[config.mk]
export PLATFORM = sky130hd
export DESIGN_NAME = eth_egress_ctrl
export DESIGN_NICKNAME = d
export VERILOG_FILES = /design/src/rtl/eth_sw_pkg.sv /design/src/rtl/eth_skid_buf.sv /design/src/rtl/eth_egress_ctrl.sv
export SDC_FILE = /design/constraint.sdc
export NUM_CORES = 1
export LEC_CHECK = 0
export CAP_MARGIN = 20
export CELL_PAD_IN_SITES_DETAIL_PLACEMENT = 1
export CELL_PAD_IN_SITES_GLOBAL_PLACEMENT = 2
export CORE_MARGIN = 1
export CORE_UTILIZATION = 25
export CTS_BUF_LIST = sky130_fd_sc_hd__clkbuf_4
export CTS_CLUSTER_DIAMETER = 80
export DETAILED_ROUTE_END_ITERATION = 8
export GPL_ROUTABILITY_DRIVEN = 0
export HOLD_SLACK_MARGIN = 0.1
export PLACE_DENSITY = 0.66
export SKIP_LAST_GASP = 1
export SLEW_MARGIN = 20
export SYNTH_ARGS = -nofsm -noshare
export SYNTH_HDL_FRONTEND = slang
export SYNTH_HIERARCHICAL = 1
export SYNTH_SLANG_ARGS = --single-unit
[constraint.sdc]
create_clock -name clk -period 6.8 [get_ports clk]
set_input_delay 1.02 -clock clk [delete_from_list [all_inputs] [get_ports clk]]
set_output_delay 1.02 -clock clk [all_outputs]
set_load 0.05 [all_outputs]
[src/rtl/eth_sw_pkg.sv]
// Shared defaults and the egress framing FSM state type for the switch egress path.
package eth_sw_pkg;

   localparam int DATA_WIDTH_DEF = 32;
   localparam int CNT_WIDTH_DEF  = 16;

   typedef enum logic [1:0] {
      ST_IDLE   = 2'd0,
      ST_IN_PKT = 2'd1,
      ST_DROP   = 2'd2
   } egress_state_e;

endpackage

[src/rtl/eth_skid_buf.sv]
// Two-entry valid/ready buffer between the switch read side and the MAC.
module eth_skid_buf #(
   parameter int WIDTH = 34
) (
   input  logic             clk,
   input  logic             rst,
   input  logic             in_valid,
   output logic             in_ready,
   input  logic [WIDTH-1:0] in_data,
   output logic             out_valid,
   input  logic             out_ready,
   output logic [WIDTH-1:0] out_data,
   output logic [1:0]       count_o
);

   logic [WIDTH-1:0] mem_q [2];
   logic             wr_ptr_q;
   logic             rd_ptr_q;
   logic [1:0]       count_q;
   logic             push;
   logic             pop;

   assign out_valid = (count_q != 2'd0);
   assign in_ready  = (count_q != 2'd2) || out_ready;
   assign push      = in_valid && in_ready;
   assign pop       = out_valid && out_ready;
   // Head word is masked while empty so the MAC side reads zero after reset.
   assign out_data  = out_valid ? mem_q[rd_ptr_q] : '0;
   assign count_o   = count_q;

   always_ff @(posedge clk or posedge rst) begin
      if (rst) begin
         wr_ptr_q <= 1'b0;
         rd_ptr_q <= 1'b0;
         count_q  <= 2'd0;
      end else begin
         if (push) wr_ptr_q <= ~wr_ptr_q;
         if (pop)  rd_ptr_q <= ~rd_ptr_q;
         count_q <= count_q + {1'b0, push} - {1'b0, pop};
      end
   end

   always_ff @(posedge clk) begin
      if (push) mem_q[wr_ptr_q] <= in_data;
   end

endmodule

[src/rtl/eth_egress_ctrl.sv]
// Egress controller: pops the switch output FIFO, checks packet framing and
// forwards well-formed words to the MAC through a two-entry buffer.
module eth_egress_ctrl
   import eth_sw_pkg::*;
#(
   parameter int DATA_WIDTH    = DATA_WIDTH_DEF,
   parameter int MAX_PKT_WORDS = 16,
   parameter int CNT_WIDTH     = CNT_WIDTH_DEF
) (
   input  logic                  clk,
   input  logic                  rst,
   input  logic [DATA_WIDTH-1:0] sw_data,
   input  logic                  sw_sop,
   input  logic                  sw_eop,
   input  logic                  sw_empty,
   output logic                  sw_rd_en,
   output logic [DATA_WIDTH-1:0] tx_data,
   output logic                  tx_sop,
   output logic                  tx_eop,
   output logic                  tx_valid,
   input  logic                  tx_ready,
   output logic [CNT_WIDTH-1:0]  pkt_cnt,
   output logic [CNT_WIDTH-1:0]  err_cnt,
   output logic                  busy
);

   localparam int WCNT_W = $clog2(MAX_PKT_WORDS + 1);
   localparam logic [WCNT_W-1:0] LAST_IDX = WCNT_W'(MAX_PKT_WORDS - 1);

   egress_state_e         state_q, state_d;
   logic [WCNT_W-1:0]     wcnt_q, wcnt_d;
   logic [CNT_WIDTH-1:0]  pkt_cnt_q, err_cnt_q;
   logic                  vld_p1_q;
   logic                  fwd, fwd_eop, pkt_inc, err_inc;
   logic                  buf_in_ready, tx_pop;
   logic [1:0]            buf_count;
   logic [2:0]            occ_after;

   function automatic logic [CNT_WIDTH-1:0] sat_inc(input logic [CNT_WIDTH-1:0] v,
                                                    input logic en);
      return (en && (v != '1)) ? v + CNT_WIDTH'(1) : v;
   endfunction

   // Occupancy once this cycle's MAC transfer leaves, plus the word already on the bus.
   assign tx_pop    = tx_valid && tx_ready;
   assign occ_after = {1'b0, buf_count} - {2'b0, tx_pop} + {2'b0, vld_p1_q};
   assign sw_rd_en  = !rst && !sw_empty && buf_in_ready && (occ_after < 3'd2);

   always_comb begin
      state_d = state_q;
      wcnt_d  = wcnt_q;
      fwd     = 1'b0;
      fwd_eop = sw_eop;
      pkt_inc = 1'b0;
      err_inc = 1'b0;
      if (vld_p1_q) begin
         case (state_q)
            ST_IN_PKT: begin
               fwd = 1'b1;
               if (sw_sop) begin
                  err_inc = 1'b1;
                  wcnt_d  = WCNT_W'(1);
                  state_d = sw_eop ? ST_IDLE : ST_IN_PKT;
               end else if (sw_eop) begin
                  pkt_inc = 1'b1;
                  state_d = ST_IDLE;
               end else if (wcnt_q == LAST_IDX) begin
                  fwd_eop = 1'b1;
                  err_inc = 1'b1;
                  state_d = ST_DROP;
               end else begin
                  wcnt_d = wcnt_q + WCNT_W'(1);
               end
            end
            default: begin
               if (sw_sop) begin
                  fwd    = 1'b1;
                  wcnt_d = WCNT_W'(1);
                  if (sw_eop) begin
                     pkt_inc = 1'b1;
                     state_d = ST_IDLE;
                  end else begin
                     state_d = ST_IN_PKT;
                  end
               end else if (state_q == ST_IDLE) begin
                  err_inc = 1'b1;
                  state_d = ST_DROP;
               end else if (sw_eop) begin
                  state_d = ST_IDLE;
               end
            end
         endcase
      end
   end

   always_ff @(posedge clk or posedge rst) begin
      if (rst) begin
         state_q   <= ST_IDLE;
         wcnt_q    <= '0;
         pkt_cnt_q <= '0;
         err_cnt_q <= '0;
         vld_p1_q  <= 1'b0;
      end else begin
         state_q   <= state_d;
         wcnt_q    <= wcnt_d;
         pkt_cnt_q <= sat_inc(pkt_cnt_q, pkt_inc);
         err_cnt_q <= sat_inc(err_cnt_q, err_inc);
         vld_p1_q  <= sw_rd_en;
      end
   end

   eth_skid_buf #(
      .WIDTH (DATA_WIDTH + 2)
   ) u_buf (
      .clk       (clk),
      .rst       (rst),
      .in_valid  (fwd),
      .in_ready  (buf_in_ready),
      .in_data   ({sw_sop, fwd_eop, sw_data}),
      .out_valid (tx_valid),
      .out_ready (tx_ready),
      .out_data  ({tx_sop, tx_eop, tx_data}),
      .count_o   (buf_count)
   );

   assign pkt_cnt = pkt_cnt_q;
   assign err_cnt = err_cnt_q;
   assign busy    = (state_q != ST_IDLE) || (buf_count != 2'd0);

endmodule

==> results of run 1 <==
[worst max-delay path, delay by kind of cell, from the launching register on]
| family | cells | cell delay (ns) |
|---|---|---|
| flip-flops | 1 | 0.53 |
| buffers and inverters | 3 | 1.35 |
| adder cells (fa/ha/maj) | 2 | 0.74 |
| AND/OR/NAND/NOR | 5 | 0.86 |
[worst min path at each step]
stage / slack (ns) / endpoint / cells after the start / startpoint
2_1_floorplan: 0.45 / wcnt_q[4] / 2 / wcnt_q[4]
3_3_place_gp: 0.46 / wcnt_q[4] / 2 / wcnt_q[4]
3_5_place_dp: 0.48 / wcnt_q[4] / 2 / wcnt_q[4]
4_1_cts: 0.52 / wcnt_q[4] / 2 / wcnt_q[4]
5_1_grt: 0.57 / pkt_cnt[11] / 1 / pkt_cnt[11]
6_report: 0.51 / wcnt_q[4] / 2 / wcnt_q[4]
[final cells by class]
class                      count  area, sq um  share of cell area, %
sequential                   112         3140                   49.4
multi-input combinational    227         1620                   25.5
inverter                      12         45.0                  0.708
clock inverter                 7         66.3                   1.04
clock buffer                   9         67.6                   1.06
timing repair buffer         109         1100                   17.2
tap                          260          325                   5.11
[cells in the final DEF (no fill, tap or decap), types with 3 or more instances in the layout]
| master | n |
|---|---|
| mux2_2 | 3 |
| xnor2_1 | 23 |
| xor2_1 | 10 |
| nand2b_1 | 9 |
| nor4_1 | 3 |
| nand3_1 | 11 |
| inv_8 | 4 |
| o21ai_0 | 10 |
| and4_1 | 3 |
| mux2i_1 | 34 |
| clkbuf_4 | 9 |
| edfxtp_1 | 68 |
| inv_1 | 11 |
| nand4_1 | 13 |
| and3_1 | 9 |
| ha_1 | 7 |
| dfrtp_1 | 43 |
| nand2_1 | 15 |
| nor3_1 | 3 |
| clkdlybuf4s50_1 | 106 |
| nor2_1 | 42 |
[metrics by stage]
step / util (%) / worst slack (ns) / cell area, sq um
3_5_place_dp: 32.9 / 1.91 / 6210
3_3_place_gp: 32.9 / 1.95 / 6210
2_1_floorplan: - / 1.98 / 4870
4_1_cts: 33.6 / 1.70 / 6340
5_1_grt: 33.7 / 1.43 / 6360
6_report: 33.7 / 1.82 / 6360
[flip-flops by register name, summed over array words and instances, names as in the netlist]
register        cells
u_buf/mem_q        68
err_cnt            16
pkt_cnt            16
wcnt_q              5
state_q             2
u_buf/count_o       2
u_buf/rd_ptr_q      1
u_buf/wr_ptr_q      1
vld_p1_q            1
[metal layers]
layer	global-route usage, %	vias to the layer above
met4	3.90	0
met3	3.04	9
met2	19.9	80
met5	0	-
li1	-	1516
met1	14.3	1581
[power by group through the flow]
stage,sequential [mW],combinational (mW),clock [mW]
final,0.903,1.04,0.328
after global routing,0.920,1.11,0.374
after CTS,0.909,1.05,0.354
after detailed placement,0.923,1.05,0
after global placement,0.920,1.04,0
after floorplan,0.895,0.739,0
[cell families after synthesis]
group | count (synthesis) | synth area share (%)
multiplexers | 37 | 7.68
XOR/XNOR | 34 | 6.26
AO/OA/AOI/OAI | 23 | 3.00
AND/OR/NAND/NOR | 125 | 13.9
buffers and inverters | 21 | 2.44
flip-flops | 112 | 64.5
adder cells (fa/ha/maj) | 8 | 2.21
==> key figures, run 1 <==
Power and ir drop
  • Clock Power Share: 14.4%
  • P_sw: approximately 1.0 mW
  • Pleak: roughly 2.4 nW
  • P_int: roughly 1.3 mW
  • Switching share of power: 44.9%
  • Sequential share of power: 39.8%
  • Comb power frac: 45.7%
  • Worst VDD drop: ~0.00016 V
  • Pwr dens: around 360 nW/um^2
  • Pwr Total: 2.27 mW

Timing
  • Max Slew Vio Count: 0
  • Fmax: 201 MHz
  • Rel. slew slack: 27.9%
  • Fin crit period: between 4 and 5 ns
  • Final hold viol count: 0
  • Setup tns final: 0 ns
  • Worst-Margin Slew: around 1.1 ns
  • RSZ-0062 raised after global routing: no
  • Period utilization: 73.2%
  • Final clock skew: ~0.016 ns
  • Setup violators final: 0
  • Final hold slack: slightly above 0.5 ns

Routing
  • First-pass DRT Iterations: 4
  • Met1 Wirelength: ~5000 um
  • Avg WL per Cell: ~15 um
  • Vias per inst: between 4 and 5
  • Residual DRC: 0
  • Drt total wl: about 11000 um
  • WL met3: slightly above 500 um
  • Wire length on met2: 5370 um
  • Starting DRT DRC Count: about 80
  • Top routing layer in use: met4
  • Vias after detailed routing: about 3200
  • Routed Antenna Nets: 0

Worst setup path
  • Slowest cell on crit path: clkdlybuf4s50_1
  • CP Cell Sequence: nor2_2 > buf_4 > inv_1 > and2_1 > ha_1 > nand2b_1 > fa_1 > nand2_1 > nor4_1 > clkdlybuf4s50_1
  • R2R Setup Slk: about 4.1 ns
  • Crit path capture type: primary output
  • Critical path data arrival time: between 3 and 4 ns
  • RR Endpoint: vld_p1_q
  • Req. time, crit path: between 5 and 6 ns
  • Crit path capture: sw_rd_en
  • CP max FO: 35
  • Launch point of the worst path: u_buf/count_o[1]
  • Worst r2r src: u_buf/count_o[1]
  • Startpoint Class: flop
  • Worst R2R Path Depth: 9
  • CP peak stage delay: approximately 0.88 ns
  • Critical path class: reg2out

Run status
  • Status: completed

Synth
  • Seq cells post-synth: about 110
  • Main synth FF type: edfxtp_1
  • Leading area contributor after synthesis: edfxtp_1
  • Async SR Flop Fraction: between 30% and 40%
  • Sequential area share after synthesis: 64.5%
  • Ys Warns: 6
  • Top post-synthesis cells by area: edfxtp_1 (42%), dfrtp_1 (23%), mux2i_1 (7.0%)
  • Synthesized instance count: 360
  • Post-synth top cells: edfxtp_1 (68), dfrtp_1 (44), nor2_1 (43)
  • EDFF count, synth: 68
  • Most frequent cell after synthesis: edfxtp_1
  • Syn avg cell area: ~14 sq um
  • Netlist cell types: 46
  • Synth Net Count: 406
  • Post-synth top area share: between 40% and 50%
  • Mapped Area: between 4000 and 5000 sq um

Die
  • Io pins: about 110
  • Die height: 142 um
  • Die area: 20100 sq um
  • Die Width: ~140 um
  • Core Rows: 50
  • Initial Util: about a quarter
  • CORE AREA: roughly 19000 sq um

GRT
  • First-pass GRT wire length: between 15000 and 20000 um
  • Initial antenna violation count: 0
  • Grt ovf: 0
  • Largest net degree at the start of global routing: 41
  • Vias in the first global route: ~3500
  • All-Layer GR Usage: 11.7%

Clock network
  • CTS sink count: between 100 and 150
  • H-Tree Level Count: 3
  • # hold bufs at CTS: 0
  • Clock-pin slew on the worst setup and hold paths: 0.18 ns
  • CTS Buf Count: 9
  • Post-CTS Setup Inserts: 0
  • CTS tree: done
  • Clk buf depth: 2
  • Clock Latency Late Sink: 0.48 ns
  • CTS Root Cell: clkbuf_4
  • Post-CTS sizing: 0

Placed design
  • Final HPWL DP: between 7000 and 8000 um
  • Buffers on Ports: roughly 110
  • Placed cells: 719

Layout
  • Final nets: approximately 520
  • Synthesis-to-finish area growth: 30.6%
  • Layout fillers: between 2000 and 2500
  • Layout cells sized above 1: under 10%
  • # diodes: 0
  • Fin cells: 736

Worst hold path
  • Worst hold path type: reg2reg

Run
  • Max-cap violations: 0
(Power assumes the default switching activity.)
==> inputs of run 2 (changes only) <==
==> constraint.sdc (replaced) <==
create_clock -name clk -period 5 [get_ports clk]
set_input_delay 0.75 -clock clk [delete_from_list [all_inputs] [get_ports clk]]
set_output_delay 0.75 -clock clk [all_outputs]
set_load 0.05 [all_outputs]
==> run 2 against run 1 <==
Clock-buffer cell count unchanged. Die area did not move. Sequential share of layout area down 0.087 points. Via count grew 0.25%. Clock skew increased by 0.0047 ns. First-iteration DRC count increased by 65%. Core utilization is 0.060 points higher. Clock power is 44% higher. Sequential power rose by 35%. Wire length rose by 0.99%. Sequential cell count is the same. Power increased by 38%.
==> key figures, run 2 (synthesis results as in run 1) <==
Worst setup path
  • CP delay by family, top: simple AND/OR/NAND/NOR gates
  • CP max FO: 35 (unchanged)
  • CP peak stage delay: 0.53 ns (-0.35 ns)
  • Critical path class: reg2out
  • Req. time, crit path: 4.25 ns (-1.53 ns)
  • Crit path capture type: primary output
  • Startpoint Class: flop
  • Slowest cell on crit path: dfrtp_1
  • CP Cell Sequence: nor2_2 > buf_4 > inv_1 > and2_1 > ha_1 > nand2b_1 > fa_1 > nand2_1 > nor4_1 > buf_12
  • Critical path data arrival time: 3.41 ns (-0.55 ns)
  • CP bufs+invs: 3 (unchanged)

Placed design
  • Buffers on Ports: 106 (unchanged)
  • Pre-CTS setup slack: 1.15 ns (-0.766 ns)
  • Final HPWL DP: 7760 um (+2.3%)
  • DP Area: 6230 sq um (+0.28%)

Die
  • Initial Util: 25.8% (unchanged)
  • Die height: 142 um (unchanged)
  • Die Width: 142 um (unchanged)
  • Io pins: 107 (unchanged)
  • Core Rows: 50 (unchanged)
  • CORE AREA: 18900 sq um (unchanged)
  • Die area: 20100 sq um (unchanged)

Timing
  • RSZ-0062 raised after global routing: no
  • Max Slew Vio Count: 0 (unchanged)
  • Crit path setup slack, layout: 0.842 ns (-0.982 ns)
  • Rel. slew slack: 30.8% (+2.8 points)
  • Final clock skew: 0.0206 ns (+0.00472 ns)
  • Final hold viol count: 0 (unchanged)
  • Setup violators final: 0 (unchanged)
  • Fmax: roughly 240 MHz
  • Period utilization: about 83%
  • Setup tns final: 0 ns (unchanged)
  • Final hold slack: 0.441 ns (-0.0673 ns)
  • Fin crit period: between 4 and 5 ns
  • Worst-Margin Slew: 1.04 ns (-0.0449 ns)

GRT
  • Initial antenna violation count: 0 (unchanged)
  • Vias in the first global route: 3498 (-0.086%)
  • Largest net degree at the start of global routing: 40 (-2.4%)
  • All-Layer GR Usage: 11.8% (+0.11 points)
  • Grt ovf: 0 (unchanged)
  • First-pass GRT wire length: 18200 um (+0.84%)

Layout
  • # diodes: 0 (unchanged)
  • Most common cell after layout, fill and taps aside: clkdlybuf4s50_1
  • Layout cells sized above 1: 7.56% (+0.21 points)
  • Design area: 6380 sq um (+0.18%)
  • FF/Latch Area: 3140 sq um (unchanged)
  • Multi-input gate area: 1620 sq um (unchanged)
  • Synthesis-to-finish area growth: 30.8%
  • Final nets: 517 (unchanged)
  • Layout fillers: 2078 (+0.82%)
  • Max FFs per register: 68 (unchanged)
  • Largest Register: u_buf/mem_q
  • Most frequent cells in the layout: clkdlybuf4s50_1 (105), edfxtp_1 (68), dfrtp_1 (43), nor2_1 (42), mux2i_1 (34)

Clock network
  • Clock-pin slew on the worst setup and hold paths: 0.18 ns (about the same)
  • Clk buf depth: 2 (unchanged)
  • Clock Latency Late Sink: 0.48 ns (about the same)
  • H-Tree Level Count: 3 (unchanged)
  • Post-CTS Setup Inserts: 0 (unchanged)
  • Post-CTS sizing: 0 (unchanged)
  • CTS Buf Count: 9 (unchanged)
  • CTS sink count: 112 (unchanged)
  • CTS Root Cell: clkbuf_4
  • # hold bufs at CTS: 0 (unchanged)
  • CTS tree: done

Worst hold path
  • Worst hold path type: in2async

Power and ir drop
  • Worst VDD drop: 0.000236 V (+47%)
  • Pleak: 2.42 nW (about the same)
  • Pwr dens: 489 nW/um^2 (+37%)

Routing
  • Drt total wl: 11100 um (+0.99%)
  • Vias after detailed routing: 3194 (+0.25%)
  • Routed Antenna Nets: 0 (unchanged)
  • Avg WL per Cell: 15.1 um (+0.99%)
  • Residual DRC: 0 (unchanged)
  • Starting DRT DRC Count: 130 (+65%)
  • First-pass DRT Iterations: 6 (+2)
  • Vias per inst: 4.34 (+0.25%)

Run status
  • Status: completed

Run
  • Max-cap violations: 0 (unchanged)
-- run 2: per-stage QoR --
step,power [mW],std cells,util (%)
finish,3.12,736,33.7
global route,3.30,736,33.7
CTS,3.18,736,33.7
detailed placement,2.69,720,33.0
global placement,2.67,720,33.0
floorplan,2.22,360,-
-- run 2: area by class of cell --
type	count	area share [%]
flip-flops and latches	112	49.3
multi-input cells	227	25.4
clock buffers	9	1.06
repair buffers	109	17.2
well taps	260	5.10
inverters	12	0.706
clock inverters	7	1.26
-- run 2: final timing paths --
check                                 startpoint    endpoint  slack, ns  cells past startpoint
worst max-delay path            u_buf/count_o[1]    sw_rd_en       0.84                     10
worst min-delay path                         rst    vld_p1_q       0.44                      2
worst max register to register  u_buf/count_o[1]    vld_p1_q       2.14                      9
worst min register to register         wcnt_q[4]   wcnt_q[4]       0.50                      2
max in group asynchronous                    rst  err_cnt[6]       3.85                      3
min in group clk                       wcnt_q[4]   wcnt_q[4]       0.50                      2
-- run 2: metal layers --
metal	global-route usage (%)	share of wire [%]	up-vias
li1	-	-	1516
met1	14.3	45	1587
met2	20.4	49	79
met3	2.53	4.8	12
met4	4.58	1.5	0
met5	0	0	-
-- run 2: worst register-to-register path, delay by kind of cell (launching register included) --
family                     cells  cell delay [ns]
DFF                            1             0.53
and+or+nand+nor                5             0.99
buffers and inverters          2             0.45
adders and majority gates      2             0.74
-- run 2: report_power, final --
group          internal, mW  switching (mW)  total, mW
registers              1.07           0.146       1.22
clock network         0.159           0.312      0.471
logic                 0.514           0.917       1.43
total                  1.75            1.37       3.12
